**src/rtl/mux_pkg.sv**
```systemverilog
// rtl/mux_pkg.sv - shared defaults and index-width helper for the round-robin mux
package mux_pkg;

    localparam int MUX_DEFAULT_NUM_CH = 4;
    localparam int MUX_DEFAULT_DATA_W = 8;

    function automatic int ch_width(input int n);
        int w;
        w = 0;
        while ((1 << w) < n) begin
            w = w + 1;
        end
        return (w < 1) ? 1 : w;
    endfunction

endpackage

```
**src/rtl/rr_arbiter.sv**
```systemverilog
// rtl/rr_arbiter.sv - circular-priority arbiter owning the round-robin pointer
module rr_arbiter
    import mux_pkg::*;
#(
    parameter int NUM_CH = MUX_DEFAULT_NUM_CH,
    localparam int CH_W = ch_width(NUM_CH)
) (
    input  logic              clk,
    input  logic              reset,
    input  logic [NUM_CH-1:0] req_i,
    input  logic              advance_i,
    output logic [NUM_CH-1:0] grant_o,
    output logic [CH_W-1:0]   grant_idx_o
);

    logic [CH_W-1:0] ptr_q;
    logic [CH_W-1:0] ptr_d;
    logic            found;

    // Search starts at ptr_q; the index is folded back explicitly so NUM_CH need not be a power of two.
    always_comb begin
        int idx;
        idx         = 0;
        grant_o     = '0;
        grant_idx_o = '0;
        found       = 1'b0;
        for (int k = 0; k < NUM_CH; k++) begin
            idx = int'(ptr_q) + k;
            if (idx >= NUM_CH) begin
                idx = idx - NUM_CH;
            end
            if (!found && req_i[idx]) begin
                found        = 1'b1;
                grant_o[idx] = 1'b1;
                grant_idx_o  = CH_W'(idx);
            end
        end
    end

    always_comb begin
        ptr_d = ptr_q;
        if (advance_i && found) begin
            ptr_d = (grant_idx_o == CH_W'(NUM_CH - 1)) ? '0 : grant_idx_o + CH_W'(1);
        end
    end

    always_ff @(posedge clk) begin
        if (reset) begin
            ptr_q <= '0;
        end else begin
            ptr_q <= ptr_d;
        end
    end

endmodule

```
**src/rtl/mux_rr.sv**
```systemverilog
// rtl/mux_rr.sv - N:1 round-robin mux with ready/pop handshake; channel_out under MUX_RR_CHAN_ID_EN
module mux_rr
    import mux_pkg::*;
#(
    parameter int NUM_CH = MUX_DEFAULT_NUM_CH,
    parameter int DATA_W = MUX_DEFAULT_DATA_W,
    localparam int CH_W = ch_width(NUM_CH)
) (
    input  logic                     clk,
    input  logic                     reset,
    input  logic [NUM_CH-1:0]        valid_in,
    input  logic [NUM_CH*DATA_W-1:0] data_in,
    input  logic                     ready_in,
    output logic [NUM_CH-1:0]        pop_out,
    output logic [DATA_W-1:0]        data_out,
`ifdef MUX_RR_CHAN_ID_EN
    output logic [CH_W-1:0]          channel_out,
`endif
    output logic                     valid_out
);

    logic              valid_q, valid_d;
    logic [DATA_W-1:0] data_q, data_d;
    logic              load;
    logic              any_req;
    logic [NUM_CH-1:0] grant;
    logic [CH_W-1:0]   grant_idx;
    logic [DATA_W-1:0] data_sel;

    assign load    = !valid_q || ready_in;
    assign any_req = |valid_in;

    rr_arbiter #(
        .NUM_CH(NUM_CH)
    ) u_arb (
        .clk        (clk),
        .reset      (reset),
        .req_i      (valid_in),
        .advance_i  (load && any_req),
        .grant_o    (grant),
        .grant_idx_o(grant_idx)
    );

    assign pop_out  = (reset || !load) ? '0 : grant;
    assign data_sel = data_in[int'(grant_idx)*DATA_W +: DATA_W];

    always_comb begin
        valid_d = valid_q;
        data_d  = data_q;
        if (load) begin
            valid_d = any_req;
            data_d  = any_req ? data_sel : '0;
        end
    end

    always_ff @(posedge clk) begin
        if (reset) begin
            valid_q <= 1'b0;
            data_q  <= '0;
        end else begin
            valid_q <= valid_d;
            data_q  <= data_d;
        end
    end

    assign valid_out = valid_q;
    assign data_out  = data_q;

`ifdef MUX_RR_CHAN_ID_EN
    logic [CH_W-1:0] chan_q, chan_d;

    // An idle load keeps the last source index rather than clearing it.
    always_comb begin
        chan_d = chan_q;
        if (load && any_req) begin
            chan_d = grant_idx;
        end
    end

    always_ff @(posedge clk) begin
        if (reset) begin
            chan_q <= '0;
        end else begin
            chan_q <= chan_d;
        end
    end

    assign channel_out = chan_q;
`endif

endmodule

```
**config.mk**
```make
export PLATFORM = sky130hd
export DESIGN_NAME = mux_rr
export DESIGN_NICKNAME = d
export VERILOG_FILES = /design/src/rtl/mux_pkg.sv /design/src/rtl/rr_arbiter.sv /design/src/rtl/mux_rr.sv
export SDC_FILE = /design/constraint.sdc
export NUM_CORES = 1
export LEC_CHECK = 0
export BUFFER_PORTS_ARGS = -buffer_cell sky130_fd_sc_hd__buf_2
export CAP_MARGIN = 20
export CORE_ASPECT_RATIO = 0.9
export CORE_MARGIN = 3
export CORE_UTILIZATION = 46
export CTS_BUF_LIST = sky130_fd_sc_hd__clkbuf_16
export DETAILED_ROUTE_END_ITERATION = 8
export GPL_ROUTABILITY_DRIVEN = 0
export PLACE_DENSITY = 0.88
export RECOVER_POWER = 50
export SYNTH_ARGS = -nofsm -noshare
export SYNTH_HDL_FRONTEND = slang
export SYNTH_SLANG_ARGS = --single-unit
export TNS_END_PERCENT = 5
```
**constraint.sdc**
```tcl
create_clock -name clk -period 3.95 [get_ports clk]
set_clock_uncertainty 0.15 [all_clocks]
set_input_delay 0.5925 -clock clk [delete_from_list [all_inputs] [get_ports clk]]
set_output_delay 0.5925 -clock clk [all_outputs]
set_load 0.02 [all_outputs]
```
; Word-level counts from Yosys, hierarchy flattened
; Index checks and enable logic that the tools add are counted.
[word_totals]
regBits = 11
inputBits = 39
out_inout_bits = 13
wordCells = 84
[classes]
addsub = 8
order_cmp = 12
n_eq_ne = 1
shift = 1
mux = 39
n_bitwise = 3
n_reduce_logical = 17
[ops]
columns = cell, count
row1 = $ge A32 B1 Y1 const B, 4
row2 = $lt A32 B4 Y1 const B, 4
row3 = $mux W32, 4
row4 = $ge A32 B4 Y1 const B, 3
row5 = $sub A32 B4 Y32 const B, 3
row6 = $shiftx A32 B6 Y8, 1
row7 = $mux W4, 5
row8 = $mux W1, 16
row9 = $or A4 B4 Y4, 3
row10 = $mux W2, 5
row11 = $logic_and A1 B1 Y1, 9
row12 = $bmux W1 S2, 4
row13 = $demux W1 S2, 4
row14 = $mux W8, 1
row15 = $add A2 B2 Y3 const B, 2
row16 = $logic_not A1 Y1, 5
row17 = $reduce_or A4 Y1, 1
row18 = $sub A2 B3 Y4 const B, 1
row19 = $add A2 B1 Y3 const B, 1
row20 = $ge A2 B3 Y1 const B, 1
row21 = $add A2 B1 Y2 const B, 1
row22 = $eq A2 B2 Y1 const B, 1
row23 = $logic_or A1 B1 Y1, 2

; Logic depth before layout (Yosys ltp)
[logic_depth]
depth_word = 17
mapped_depth = 12
depth_no_buf = 8

; Hierarchy
; From an unflattened synthesis, not the netlist that was laid out.
[unflattened]
cells_unflattened = 115
hier_area_um2 = 1219.9
[by_module_without_submodules]
columns = module, n_inst, cells_each, area_each_um2, seq_area_each_um2
row1 = mux_rr, 1, 48, 619.3, 180.2
row2 = rr_arbiter, 1, 67, 600.6, 40.0

; Worst setup path before layout
; Ideal clock, no wire load.
[synth_path]
path_type = register -> output
start = register u_arb.ptr_q[0]
end = output pop_out[0]
t_arrival_ns = 2.297
required_time_ns = 3.207
slack_ns = 0.911
stages_incl_launch_ff = 12
n_path_buf = 3
cell_sequence = dfxtp_1 buf_6 buf_2 inv_1 ha_1 buf_4 mux4_2 nor2b_4 a22oi_1 nor2_1 a221oi_1 nor2_1
[synth_via]
elab_chain_len = 16
word_cells_on_any_way = 64
classes_between = add/sub (7) / order compare (12) / mux (32) / bitwise (3) / reduce/logical (10)
[synth_lines]
columns = item, line_no
row1 = start: declaration, rr_arbiter.sv:16  ; logic [CH_W-1:0] ptr_q;
row2 = start signal: assignment, rr_arbiter.sv:51  ; ptr_q <= ptr_d;
row3 = "parallel branches: the longest is 14 deep, another holds $sub A32 B4 Y32", -
row4 = $mux W4 (*), rr_arbiter.sv:32  ; if (!found && req_i[idx]) begin
row5 = $mux W4 (*), mux_rr.sv:44  ; assign pop_out = (reset || !load) ? '0 : grant;
row6 = end: declaration, mux_rr.sv:14  ; output logic [NUM_CH-1:0] pop_out,
; Mark *: on every way between the ends. The select of a mux whose other input is x is not followed.

; Final worst setup path
[layout_path]
start = register u_arb.ptr_q[1]
end = output pop_out[0]
; The elaborated chain is that of the path after synthesis.

==> reports/results.tsv <==
metric	value	unit
Setup Fix Bufs, Post-CTS	0	
vias per cell	5.891	
XOR/XNOR Fraction of Synth Area	1.613	%
post-synthesis cell type count	37	
min-delay worst type	flop to flop	
Final Non-Filler Cells	193	
hold_sp	data_out[5]	
peak supply drop	418.7	uV
Post-Syn Area	0.001086	mm^2
# fillers	184	
TritonCTS clock tree	built	
sequential share of the synthesized area	20.28	%
vias in the first global route	1033	
met3 usage in global routing	5.955	%
Max Cap Viol	0	
register area	220.2	um^2
Synthesized Nets	163	
fin crit share	86.40	%
Hold Path Depth	2	
Worst path max stage delay	0.46	ns
DP Wirelength	2.136	mm
cells after synthesis	119	
clk_lat worst skew	0.24	ns
RSZ-0062 raised after global routing	no	
FMAX	0.2930	GHz
FF-to-FF End	data_out[0]	
Synth Flop Type	dfxtp_1	
Final Worst Setup Slack	0.5372	ns
first-pass GRT wire length	4.761	mm
ANT nets after route	0	
Reg2Reg Setup Slack	0.65	ns
crit-path cells	inv_1 > ha_1 > mux4_2 > nor2b_1 > a22oi_1 > nor2_1 > a221oi_1 > nor2_1 > buf_2	
synthesis-to-layout area growth	26.61	%
wire per inst	15.16	um
Worst EP arrival	2.67	ns
kind of critical path	flop to output port	
met1 GRT Util	25.11	%
r2r startpoint	u_arb.ptr_q[1]	
I/O Pins	52	
Adder-Cell Fraction of Synth Area	5.760	%
pins over their slew limit	0	
total track usage	20.09	%
remaining global-route overflow	0	
overall die width	57.22	um
starting density of the core	49.32	%
hold worst-path end	data_out[5]	
Synth top area share	20.28	%
largest family of logic cells by synthesized area	multiplexers	
Rel. slew slack	49.84	%
Setup crit end kind	output port	
Synth warnings	0	
Worst path slowest cell	ha_1	
mean post-synth cell area	9.126	um^2
number of remaining DRC errors	0	
Root Buffer	clkbuf_16	
Pwr Total	931.5	uW
port bufs	51	
Setup Viol. Count Final	0	
setup TNS	0	ns
Post-synth ARST share	0	%
placed insts	189	
Post-synth EDFFs	0	
number of antenna violations at the first check in global routing	0	
top cells by area, synth	dfxtp_1 (20%), mux2i_1 (15%), o221ai_1 (6.5%)	
PD cells	677.4	mW/mm^2
fin crit period	3.413	ns
Num CTS Buffers	3	
Clk pin slew, worst setup/hold paths	0.04	ns
Row Count	16	
worst slack at placement	0.8538	ns
compound-gate portion of the synthesized area	22.24	%
Final Hold Viols	0	
core footprint	0.002202	mm^2
Least-Margin Pin Slew	0.7366	ns
post-synthesis mux area share	24.65	%
#FFs+latches synth	11	
Post-CTS Resized	0	
Antenna Cells	0	
DR pass1 iterations	4	
CTS Buffer Depth	2	
Yosys top cell by area	dfxtp_1	
met2 usage	33.84	%
status	finished, final reports clean	
fin nets	211	
vias	1137	
Req. time, crit path	3.21	ns
Multi-input gate area	783.3	um^2
Die H	52.10	um
P_leak	0.0006357	uW
Most Crowded Layer GR	met2	
worst r2r path cells	8	
final WL	2.926	mm
clock sink total	11	
CTS H-tree lvls	1	
Simple-Gate Fraction of Synth Area	18.55	%
starting DRC count in detailed routing	29	
hold buffers post-CTS	0	
startpoint types	flop	
largest net degree at the start of global routing	18	
layout cells sized above 1	30.72	%
Worst path most repeated cell	nor2_1	
CP max FO	9	
Die ar.	0.002981	mm^2
==> cell usage after synthesis, types with 2 or more instances <==
library cell	count
ha_1	5
o31ai_1	2
nor2_1	13
nand2_1	9
o21ai_0	2
a21oi_1	3
buf_2	5
mux2i_1	16
o221ai_1	8
nand2b_1	6
dfxtp_1	11
xnor2_1	2
nor3b_1	4
a22oi_1	5
a221oi_1	5
inv_1	2
==> per-stage QoR <==
step	area (um^2)	hold WS, ns	utilization (%)
after floorplan	1086	0.4291	-
after global placement	1315	0.2893	59.72
after detailed placement	1315	0.2983	59.72
after CTS	1395	0.3125	63.35
after global routing	1375	0.3272	62.44
final	1375	0.3162	62.44
==> metal layers <==
layer	routed length [um]	part of all wire (%)	vias up
met5	0	0	-
met4	56	1.9	0
met3	160	5.5	8
met2	1461	50	39
met1	1248	43	533
li1	-	-	557
==> cell type report <==
cell class	count	share of cell area, %
clock inverter	1	0.3640
timing repair buffer	52	18.20
sequential	11	16.01
multi-input combinational	97	56.96
clock buffer	3	5.460
inverter	2	0.5460
tap	27	2.457
==> state kept, by name (all words and copies together) (netlist names) <==
signal and count:
valid_out 1, data_out 8, u_arb.ptr_q 2
==> worst max-delay path, delay by kind of cell, from the launching register on <==
family          cells  cell delay, ns
fa+ha+maj           1            0.46
buf+inv             2            0.33
compound gates      2            0.18
simple gates        3            0.63
flops               1            0.42
mux                 1            0.40
==> kinds of logic after synthesis <==
kind of cell,Yosys count
compound gates,31
buf+inv,11
fa+ha+maj,5
flops,11
xor+xnor,2
mux,21
simple gates,38
==> cell usage in the layout, fill, tap and decap left out, types with 2 or more instances in the layout <==
master,count
a21oi_1,3
a221oi_1,5
a22oi_1,5
buf_2,41
clkbuf_1,10
clkbuf_16,3
dfxtp_1,11
ha_1,5
inv_1,2
mux2i_1,16
nand2_1,9
nand2b_1,6
nor2_1,13
nor3b_1,4
o21ai_0,2
o221ai_1,8
o31ai_1,2
xnor2_1,2
==> worst max-delay path by stage <==
stage / startpoint / cells past startpoint / to / slack [ns]
finish: u_arb.ptr_q[1] / 9 / pop_out[0] / 0.54
global route: u_arb.ptr_q[1] / 9 / pop_out[0] / 0.23
CTS: u_arb.ptr_q[1] / 8 / pop_out[0] / 0.63
detailed placement: valid_in[0] / 6 / data_out[0] / 0.85
global placement: valid_in[0] / 6 / data_out[0] / 0.93
floorplan: u_arb.ptr_q[0] / 11 / pop_out[0] / 0.91
==> where the power goes <==
| part | internal (uW) | switching [uW] |
|---|---|---|
| logic | 244 | 319 |
| registers | 154 | 25.9 |
| clock network | 134 | 54.4 |
| total | 532 | 399 |
Note: power is estimated with default switching activity, not from simulation.
